$ cat src/rtl/fp_pkg.sv
// Shared definitions for the floating-point add/sub pipeline.
//   fp_class_e  : operand classification after unpacking
//   sp_kind_e   : kind of special result resolved in the first stage
//   special_t   : special-result payload carried down the pipe
//   helpers     : field-width helpers and canonical quiet-NaN pattern
package fp_pkg;

    typedef enum logic [1:0] {FP_ZERO, FP_NORM, FP_INF, FP_NAN} fp_class_e;

    typedef enum logic [1:0] {SP_NONE, SP_QNAN, SP_INF, SP_ZERO} sp_kind_e;

    typedef struct packed {
        sp_kind_e kind;
        logic     sign;
        logic     invalid;
    } special_t;

    // guard, round and sticky bits kept below the mantissa
    localparam int GRS_BITS = 3;

    function automatic int fp_width(input int e_bits, input int m_bits);
        return 1 + e_bits + m_bits;
    endfunction

    // sign 0, exponent all ones, fraction MSB set
    function automatic logic [63:0] fp_qnan(input int e_bits, input int m_bits);
        return (((64'd1 << e_bits) - 64'd1) << m_bits) | (64'd1 << (m_bits - 1));
    endfunction

endpackage

$ cat src/rtl/fp_add_sub_pipe_if.sv
// Handshake bundle for fp_add_sub_pipe.
//   in_valid/in_ready/a/b/op_sel : operand stream into the pipe
//   out_valid/out_ready/result/flags : result stream out of the pipe
//   master : the side feeding operands and consuming results
//   slave  : the pipe itself
interface fp_add_sub_pipe_if #(
    parameter int EXP_BITS  = 8,
    parameter int MANT_BITS = 23
);
    localparam int WIDTH = 1 + EXP_BITS + MANT_BITS;

    logic             in_valid;
    logic             in_ready;
    logic [WIDTH-1:0] a;
    logic [WIDTH-1:0] b;
    logic             op_sel;
    logic             out_valid;
    logic             out_ready;
    logic [WIDTH-1:0] result;
    logic [2:0]       flags;

    modport master (
        output in_valid, a, b, op_sel, out_ready,
        input  in_ready, out_valid, result, flags
    );

    modport slave (
        input  in_valid, a, b, op_sel, out_ready,
        output in_ready, out_valid, result, flags
    );

endinterface

$ cat src/rtl/fp_lzc.sv
// Combinational leading-zero counter.
//   din : vector to scan, MSB first
//   cnt : number of zeros above the highest set bit (W when din is zero)
module fp_lzc #(
    parameter int W = 27,
    localparam int CW = $clog2(W + 1)
) (
    input  logic [W-1:0]  din,
    output logic [CW-1:0] cnt
);

    // later iterations overwrite earlier ones, so the highest set bit wins
    always_comb begin
        cnt = CW'(W);
        for (int i = 0; i < W; i++) begin
            if (din[i]) cnt = CW'(W - 1 - i);
        end
    end

endmodule

$ cat src/rtl/fp_add_sub_pipe.sv
// Four-stage IEEE-754 adder/subtractor with round-to-nearest-even.
//   clk, rst    : clock, synchronous active-high reset
//   io (slave)  : operands a/b with op_sel (0 add, 1 subtract) on a valid/ready
//                 input; result and flags {invalid, overflow, underflow} on a
//                 valid/ready output
// Stages: S1 unpack/classify/swap, S2 align, S3 add/sub + lzc,
// S4 normalise/round/pack. Every stage advances on one shared enable, so a
// stalled output freezes the whole pipe, bubbles included.
module fp_add_sub_pipe
    import fp_pkg::*;
#(
    parameter int EXP_BITS  = 8,
    parameter int MANT_BITS = 23
) (
    input  logic         clk,
    input  logic         rst,
    fp_add_sub_pipe_if.slave io
);

    localparam int E     = EXP_BITS;
    localparam int M     = MANT_BITS;
    localparam int WIDTH = fp_width(E, M);
    localparam int XW    = M + 1 + GRS_BITS;   // hidden + fraction + G,R,S
    localparam int SW    = XW + 1;             // plus carry
    localparam int LW    = $clog2(XW + 1);

    localparam logic [63:0]      QNAN64   = fp_qnan(E, M);
    localparam logic [WIDTH-1:0] QNAN     = QNAN64[WIDTH-1:0];
    localparam logic [E-1:0]     EXP_ONES = '1;
    localparam logic signed [E+1:0] EXP_MAX = (E+2)'((1 << E) - 1);

    typedef struct packed {
        special_t     sp;
        logic         sign;
        logic [E-1:0] exp;
        logic         eff_sub;
        logic [M:0]   big_m;
        logic [M:0]   small_m;
        logic [E-1:0] diff;
    } s1_t;

    typedef struct packed {
        special_t      sp;
        logic          sign;
        logic [E-1:0]  exp;
        logic          eff_sub;
        logic [XW-1:0] big_x;
        logic [XW-1:0] small_x;
    } s2_t;

    typedef struct packed {
        special_t      sp;
        logic          sign;
        logic [E-1:0]  exp;
        logic [SW-1:0] sum;
        logic [LW-1:0] lzc;
    } s3_t;

    function automatic fp_class_e classify(input logic [E-1:0] e, input logic [M-1:0] f);
        if (e == '0) return FP_ZERO;
        if (e == '1) return (f == '0) ? FP_INF : FP_NAN;
        return FP_NORM;
    endfunction

    logic en;
    logic v1, v2, v3;
    s1_t  s1_d, s1_q;
    s2_t  s2_d, s2_q;
    s3_t  s3_d, s3_q;
    logic             out_valid_q;
    logic [WIDTH-1:0] result_q;
    logic [2:0]       flags_q;

    assign en          = !out_valid_q || io.out_ready;
    assign io.in_ready = en;
    assign io.out_valid = out_valid_q;
    assign io.result   = result_q;
    assign io.flags    = flags_q;

    // ---------------- S1: unpack, classify, swap, specials ----------------
    logic         a_s, b_s, a_big;
    logic [E-1:0] a_e, b_e;
    logic [M-1:0] a_f, b_f;
    fp_class_e    a_c, b_c;

    always_comb begin
        a_s   = io.a[WIDTH-1];
        a_e   = io.a[WIDTH-2:M];
        a_f   = io.a[M-1:0];
        b_s   = io.b[WIDTH-1] ^ io.op_sel;
        b_e   = io.b[WIDTH-2:M];
        b_f   = io.b[M-1:0];
        a_c   = classify(a_e, a_f);
        b_c   = classify(b_e, b_f);
        a_big = {a_e, a_f} >= {b_e, b_f};

        s1_d         = '0;
        s1_d.eff_sub = a_s ^ b_s;
        // a flushed subnormal contributes a zero mantissa
        if (a_big) begin
            s1_d.sign    = a_s;
            s1_d.exp     = a_e;
            s1_d.big_m   = {a_c == FP_NORM, a_f};
            s1_d.small_m = (b_c == FP_NORM) ? {1'b1, b_f} : '0;
            s1_d.diff    = a_e - b_e;
        end else begin
            s1_d.sign    = b_s;
            s1_d.exp     = b_e;
            s1_d.big_m   = {b_c == FP_NORM, b_f};
            s1_d.small_m = (a_c == FP_NORM) ? {1'b1, a_f} : '0;
            s1_d.diff    = b_e - a_e;
        end

        // x+0 with x nonzero falls through to the arithmetic path, which
        // reproduces x exactly since the small mantissa is zero
        if (a_c == FP_NAN || b_c == FP_NAN) begin
            s1_d.sp.kind = SP_QNAN;
        end else if (a_c == FP_INF && b_c == FP_INF) begin
            if (a_s != b_s) begin
                s1_d.sp.kind    = SP_QNAN;
                s1_d.sp.invalid = 1'b1;
            end else begin
                s1_d.sp.kind = SP_INF;
                s1_d.sp.sign = a_s;
            end
        end else if (a_c == FP_INF) begin
            s1_d.sp.kind = SP_INF;
            s1_d.sp.sign = a_s;
        end else if (b_c == FP_INF) begin
            s1_d.sp.kind = SP_INF;
            s1_d.sp.sign = b_s;
        end else if (a_c == FP_ZERO && b_c == FP_ZERO) begin
            s1_d.sp.kind = SP_ZERO;
            s1_d.sp.sign = a_s & b_s;
        end
    end

    // ---------------- S2: align small mantissa ----------------
    logic [XW-1:0] small_ext, lost_mask;
    logic          sticky;

    always_comb begin
        small_ext    = {s1_q.small_m, {GRS_BITS{1'b0}}};
        lost_mask    = '0;
        sticky       = 1'b0;
        s2_d.sp      = s1_q.sp;
        s2_d.sign    = s1_q.sign;
        s2_d.exp     = s1_q.exp;
        s2_d.eff_sub = s1_q.eff_sub;
        s2_d.big_x   = {s1_q.big_m, {GRS_BITS{1'b0}}};
        if (32'(s1_q.diff) >= 32'(XW - 1)) begin
            // everything lands at or below the sticky position
            s2_d.small_x = {{(XW-1){1'b0}}, |s1_q.small_m};
        end else begin
            lost_mask    = ~({XW{1'b1}} << s1_q.diff);
            sticky       = |(small_ext & lost_mask);
            s2_d.small_x = (small_ext >> s1_q.diff) | {{(XW-1){1'b0}}, sticky};
        end
    end

    // ---------------- S3: add/sub and leading-zero count ----------------
    logic [SW-1:0] sum_d;
    logic [LW-1:0] lzc_d;

    assign sum_d = s2_q.eff_sub ? ({1'b0, s2_q.big_x} - {1'b0, s2_q.small_x})
                                : ({1'b0, s2_q.big_x} + {1'b0, s2_q.small_x});

    fp_lzc #(.W(XW)) u_lzc (
        .din (sum_d[XW-1:0]),
        .cnt (lzc_d)
    );

    always_comb begin
        s3_d.sp   = s2_q.sp;
        s3_d.sign = s2_q.sign;
        s3_d.exp  = s2_q.exp;
        s3_d.sum  = sum_d;
        s3_d.lzc  = lzc_d;
    end

    // ---------------- S4: normalise, round, pack ----------------
    logic [XW-1:0]         norm;
    logic signed [E+1:0]   exp_n, exp_r;
    logic                  rnd_up;
    logic [M+1:0]          mant_r;
    logic [M-1:0]          frac_r;
    logic [WIDTH-1:0]      res_d;
    logic [2:0]            flg_d;

    always_comb begin
        if (s3_q.sum[SW-1]) begin
            // the shifted-out bit folds into sticky
            norm  = {s3_q.sum[SW-1:2], s3_q.sum[1] | s3_q.sum[0]};
            exp_n = $signed({2'b00, s3_q.exp}) + $signed((E+2)'(1));
        end else begin
            norm  = s3_q.sum[XW-1:0] << s3_q.lzc;
            exp_n = $signed({2'b00, s3_q.exp}) - $signed({{(E+2-LW){1'b0}}, s3_q.lzc});
        end

        rnd_up = norm[GRS_BITS-1] & (norm[GRS_BITS-2] | norm[0] | norm[GRS_BITS]);
        mant_r = {1'b0, norm[XW-1:GRS_BITS]} + (M+2)'(rnd_up);
        exp_r  = mant_r[M+1] ? exp_n + $signed((E+2)'(1)) : exp_n;
        frac_r = mant_r[M+1] ? mant_r[M:1] : mant_r[M-1:0];

        res_d = '0;
        flg_d = '0;
        case (s3_q.sp.kind)
            SP_QNAN: begin
                res_d = QNAN;
                flg_d = {s3_q.sp.invalid, 2'b00};
            end
            SP_INF:  res_d = {s3_q.sp.sign, EXP_ONES, {M{1'b0}}};
            SP_ZERO: res_d = {s3_q.sp.sign, {(WIDTH-1){1'b0}}};
            default: begin
                if (s3_q.sum == '0) begin
                    res_d = '0;     // exact cancellation gives +0
                end else if (!exp_r[E+1] && exp_r >= EXP_MAX) begin
                    res_d = {s3_q.sign, EXP_ONES, {M{1'b0}}};
                    flg_d = 3'b010;
                end else if (exp_r[E+1] || exp_r == '0) begin
                    res_d = {s3_q.sign, {(WIDTH-1){1'b0}}};
                    flg_d = 3'b001;
                end else begin
                    res_d = {s3_q.sign, exp_r[E-1:0], frac_r};
                end
            end
        endcase
    end

    // ---------------- pipeline registers ----------------
    always_ff @(posedge clk) begin
        if (rst) begin
            v1          <= 1'b0;
            v2          <= 1'b0;
            v3          <= 1'b0;
            out_valid_q <= 1'b0;
            result_q    <= '0;
            flags_q     <= '0;
        end else if (en) begin
            v1          <= io.in_valid;
            s1_q        <= s1_d;
            v2          <= v1;
            s2_q        <= s2_d;
            v3          <= v2;
            s3_q        <= s3_d;
            out_valid_q <= v3;
            if (v3) begin
                result_q <= res_d;
                flags_q  <= flg_d;
            end
        end
    end

endmodule

$ cat src/flat_wrapper.sv
// flat-port wrapper written by rule: the top's interface ports become plain ports
module fp_add_sub_pipe_flat import fp_pkg::*;
#(
    parameter int EXP_BITS  = 8,
    parameter int MANT_BITS = 23
)
  (clk, rst, io_in_valid, io_a, io_b, io_op_sel, io_out_ready, io_in_ready, io_out_valid, io_result, io_flags);
  fp_add_sub_pipe_if #(.EXP_BITS(EXP_BITS), .MANT_BITS(MANT_BITS)) io_i ();
  input  logic clk;
  input  logic rst;
  input wire logic [$bits(io_i.in_valid)-1:0] io_in_valid;
  input wire logic [$bits(io_i.a)-1:0] io_a;
  input wire logic [$bits(io_i.b)-1:0] io_b;
  input wire logic [$bits(io_i.op_sel)-1:0] io_op_sel;
  input wire logic [$bits(io_i.out_ready)-1:0] io_out_ready;
  output wire logic [$bits(io_i.in_ready)-1:0] io_in_ready;
  output wire logic [$bits(io_i.out_valid)-1:0] io_out_valid;
  output wire logic [$bits(io_i.result)-1:0] io_result;
  output wire logic [$bits(io_i.flags)-1:0] io_flags;
  assign io_i.in_valid = io_in_valid;
  assign io_i.a = io_a;
  assign io_i.b = io_b;
  assign io_i.op_sel = io_op_sel;
  assign io_i.out_ready = io_out_ready;
  assign io_in_ready = io_i.in_ready;
  assign io_out_valid = io_i.out_valid;
  assign io_result = io_i.result;
  assign io_flags = io_i.flags;
  fp_add_sub_pipe #(.EXP_BITS(EXP_BITS), .MANT_BITS(MANT_BITS)) u_core (.clk(clk), .rst(rst), .io(io_i));
endmodule
$ cat config.mk
export PLATFORM = sky130hd
export DESIGN_NAME = fp_add_sub_pipe_flat
export DESIGN_NICKNAME = d
export VERILOG_FILES = /design/src/rtl/fp_pkg.sv /design/src/rtl/fp_add_sub_pipe_if.sv /design/src/rtl/fp_lzc.sv /design/src/rtl/fp_add_sub_pipe.sv /design/src/flat_wrapper.sv
export SDC_FILE = /design/constraint.sdc
export NUM_CORES = 1
export LEC_CHECK = 0
export CORE_ASPECT_RATIO = 0.8
export CORE_MARGIN = 2
export CORE_UTILIZATION = 40
export DETAILED_ROUTE_END_ITERATION = 6
export PLACE_DENSITY = 0.57
export SLEW_MARGIN = 30
export SYNTH_ARGS = -nofsm -noshare
export SYNTH_HDL_FRONTEND = slang
export SYNTH_SLANG_ARGS = --single-unit
export TNS_END_PERCENT = 100
$ cat constraint.sdc
create_clock -name clk -period 31.5 [get_ports clk]
set_clock_uncertainty 0.15 [all_clocks]
set_input_delay 4.725 -clock clk [delete_from_list [all_inputs] [get_ports clk]]
set_output_delay 4.725 -clock clk [all_outputs]
set_load 0.1 [all_outputs]
==> flow_metrics.py <==
metrics = {
    "min_path": {
        "worstHoldStart": "u_core.s1_q[59]",
        "min_path_type": "reg2reg",
        "hold_depth": 0,
        "hold_end": "u_core.s2_q[57]",
    },
    "detailed_routing": {
        "first_pass_iters": 6,
        "wire_per_inst_um": 20.1,
        "vias": 14300,
        "vias_per_cell": 5.95,
        "routed_wirelength_mm": 48.3,
        "ant_nets": 0,
        "drtIter0Drc": 1400,
        "drc": 0,
    },
    "power": {
        "power_density_mw_per_mm2": 52.5,
        "pwr-share-comb_pct": 32.9,
        "power_frac_seq_pct": 37.5,
        "p_clk_share_pct": 29.6,
        "power_switching_w": 0.000348,
        "p_sw_share_pct": 34.7,
        "ir_worst_vdd_uv": 37.7,
        "leakage_nw": 6.95,
        "internal-power_w": 0.000656,
    },
    "setup_path": {
        "r2r-end": "u_core.io.result[3]",
        "cp_max_fo": 6,
        "worst_ep_required_time_ns": 26.63,
        "reg2reg_slack_ns": 25.87,
        "cp-start-kind": "input pin",
        "cp-end-kind": "output port",
        "criticalPathCategory": "in2out",
        "arrival_ns": 6.77,
        "r2r_start": "u_core.s3_q[1]",
        "rr_worst_depth": 13,
    },
    "synthesis": {
        "synthFlopType": "edfxtp_1",
        "yosysTopAreaCell": "edfxtp_1",
        "syn_inst": 1780,
        "yosys_warnings": 0,
        "synth-seq-cells": 220,
        "synth_edf_count": 181,
        "synthTopCellsByArea": "edfxtp_1 (32%), ha_1 (7.6%), mux4_2 (4.8%)",
        "synthArstFlopShare_pct": 0,
        "synth_top_area_share_pct": 32.4,
        "syn_avg_cell_area_um2": 9.43,
        "synth_fp_nets": 1955,
        "yosysSeqAreaShare_pct": 37.0,
        "ys_types": 93,
        "syn_area_mm2": 0.0168,
    },
    "final_layout": {
        "drive_gt1_share_pct": 8.37,
        "fin_nets": 2009,
        "post-route-cell-area_mm2": 0.0191,
        "seqCellArea_mm2": 0.00622,
        "multi_input_area_mm2": 0.00975,
        "n_fill_cell": 3968,
        "area_growth_pct": 13.9,
        "diodes": 0,
    },
    "floorplanning": {
        "core_area_mm2": 0.0417,
        "die_y_um": 187,
        "dieArea_mm2": 0.0436,
        "dieWidth_um": 233,
        "ios": 106,
        "row_count": 67,
        "start_util_pct": 40.3,
    },
    "sta": {
        "min_period_ns": 11.64,
        "rsz0062_at_grt": "no",
        "finalHoldViolCount": 0,
        "finalMaxSlewViolations": 0,
        "whs_ns": 0.266,
        "tns_ns": 0,
        "slew_headroom_pct": 34.7,
        "max_clock_freq_mhz": 85.9,
        "tightest_slew_ns": 0.976,
        "finalCritPeriodShare_pct": 37.0,
        "finalSetupViolCount": 0,
    },
    "placement": {
        "io_buffer_count": 105,
        "dp.final_hpwl_mm": 36.2,
        "gp_congestion": 0.920,
        "placed_cell_area_mm2": 0.0183,
    },
    "global_routing": {
        "grt_usage_pct": 21.9,
        "first_global_vias": 13500,
        "grt_max_degree": 182,
        "grt_overflow": 0,
        "antenna_found_initial": 0,
        "grt_pass1_wl_mm": 76.3,
    },
    "cts": {
        "clk_latency_ns": 0.56,
        "clk_pin_slew_ns": 0.06,
        "h-tree-depth": 1,
        "post_cts_resize_count": 0,
        "root_buffer": "clkbuf_16",
        "cts_hold_buf": 0,
        "cts.sinks": 220,
        "cts_tree": "yes",
        "post_cts_buffers": 0,
        "cts_buffers": 26,
        "ctsLongestPathBuffers": 3,
    },
    "outcome": {
        "status": "finished clean",
    },
    "flow_run": {
        "maxCapViolCount": 0,
    },
}
-- critical path: stages --
cell             delay [ns]
clkdlybuf4s50_1        0.40
nor2b_1                0.41
inv_1                  0.21
clkdlybuf4s50_1        1.02
-- layout by cell type, fill, tap and decap left out, types with 12 or more instances in the layout --
master and n:
a211oi_1 19, a21o_1 18, a21oi_1 95, a22o_1 39
a22oi_1 12, a31oi_1 18, buf_4 14, clkbuf_16 26
clkdlybuf4s50_1 105, dfxtp_1 39, edfxtp_1 181, ha_1 102
inv_1 110, mux2_2 23, mux2i_1 39, mux4_2 36
nand2_1 165, nand2b_1 26, nand3_1 35, nand4_1 27
nor2_1 137, nor2b_1 29, nor3_1 50, nor4_1 37
o211ai_1 14, o21ai_0 109, o22ai_1 15, o31ai_1 13
or2_2 15, xnor2_1 46, xor2_1 21
-- how the worst max path moves through the flow --
stage / from / end / slack, ns
2_1_floorplan: rst / u_core.s1_q[0] / 18.17
3_3_place_gp: io_out_ready / io_in_ready / 19.92
3_5_place_dp: io_out_ready / io_in_ready / 19.87
4_1_cts: io_out_ready / io_in_ready / 19.86
5_1_grt: io_out_ready / io_in_ready / 19.78
6_report: io_out_ready / io_in_ready / 19.86
-- state kept, by name, indices dropped and copies added, names as in the netlist --
register	count
u_core.io.flags	3
u_core.io.result	32
u_core.s3_q	46
u_core.v3	1
u_core.io.out_valid	1
u_core.s2_q	65
u_core.v1	1
u_core.v2	1
u_core.s1_q	70
-- layer usage --
| layer | global-route usage (%) | up-vias | part of all wire [%] |
|---|---|---|---|
| li1 | - | 6798 | - |
| met1 | 34.8 | 6926 | 50 |
| met2 | 31.3 | 495 | 41 |
| met3 | 2.76 | 73 | 6.3 |
| met4 | 4.68 | 0 | 1.9 |
| met5 | 0 | - | 0 |
-- through the flow --
step           cells  total power (W)  util, %  worst slack, ns
2_1_floorplan   1780         0.000615        -            18.17
3_3_place_gp    2355         0.000704     43.8            19.92
3_5_place_dp    2355         0.000705     43.8            19.87
4_1_cts         2401          0.00101     45.8            19.86
5_1_grt         2404          0.00106     45.9            19.78
6_report        2404          0.00100     45.9            19.86
-- cell families after synthesis --
group                    synth area share (%)
flip-flops                               37.0
XOR/XNOR                                 3.59
AND/OR/NAND/NOR                          18.3
AO/OA/AOI/OAI                            18.8
buffers and inverters                    5.21
multiplexers                             9.01
adder cells (fa/ha/maj)                  8.14
-- area by class of cell --
cell class	instances	share of cell area [%]
well taps	552	3.61
clock inverters	13	0.870
inverters	112	2.20
clock buffers	33	3.54
multi-input cells	1351	50.9
repair buffers	123	6.34
flip-flops and latches	220	32.5
-- cell usage after synthesis, types with 14 or more instances --
library cell  number
a211oi_1          19
a21o_1            18
a21oi_1           95
a22o_1            39
a31oi_1           19
clkbuf_1          68
dfxtp_1           39
edfxtp_1         181
ha_1             102
inv_1            110
mux2_2            23
mux2i_1           39
mux4_2            36
nand2_1          165
nand2b_1          26
nand3_1           36
nand4_1           27
nor2_1           140
nor2b_1           29
nor3_1            50
nor4_1            38
o211ai_1          14
o21ai_0          109
o22ai_1           15
or2_2             15
xnor2_1           46
xor2_1            21
-- power groups by stage --
| stage | registers, W | clock network (W) | logic, W |
|---|---|---|---|
| 6_report | 0.000376 | 0.000297 | 0.000330 |
| 2_1_floorplan | 0.000374 | 0 | 0.000241 |
| 3_3_place_gp | 0.000381 | 0 | 0.000322 |
| 4_1_cts | 0.000375 | 0.000305 | 0.000325 |
| 5_1_grt | 0.000379 | 0.000316 | 0.000362 |
| 3_5_place_dp | 0.000382 | 0 | 0.000323 |
No activity file was read; power rests on OpenSTA's default activity.
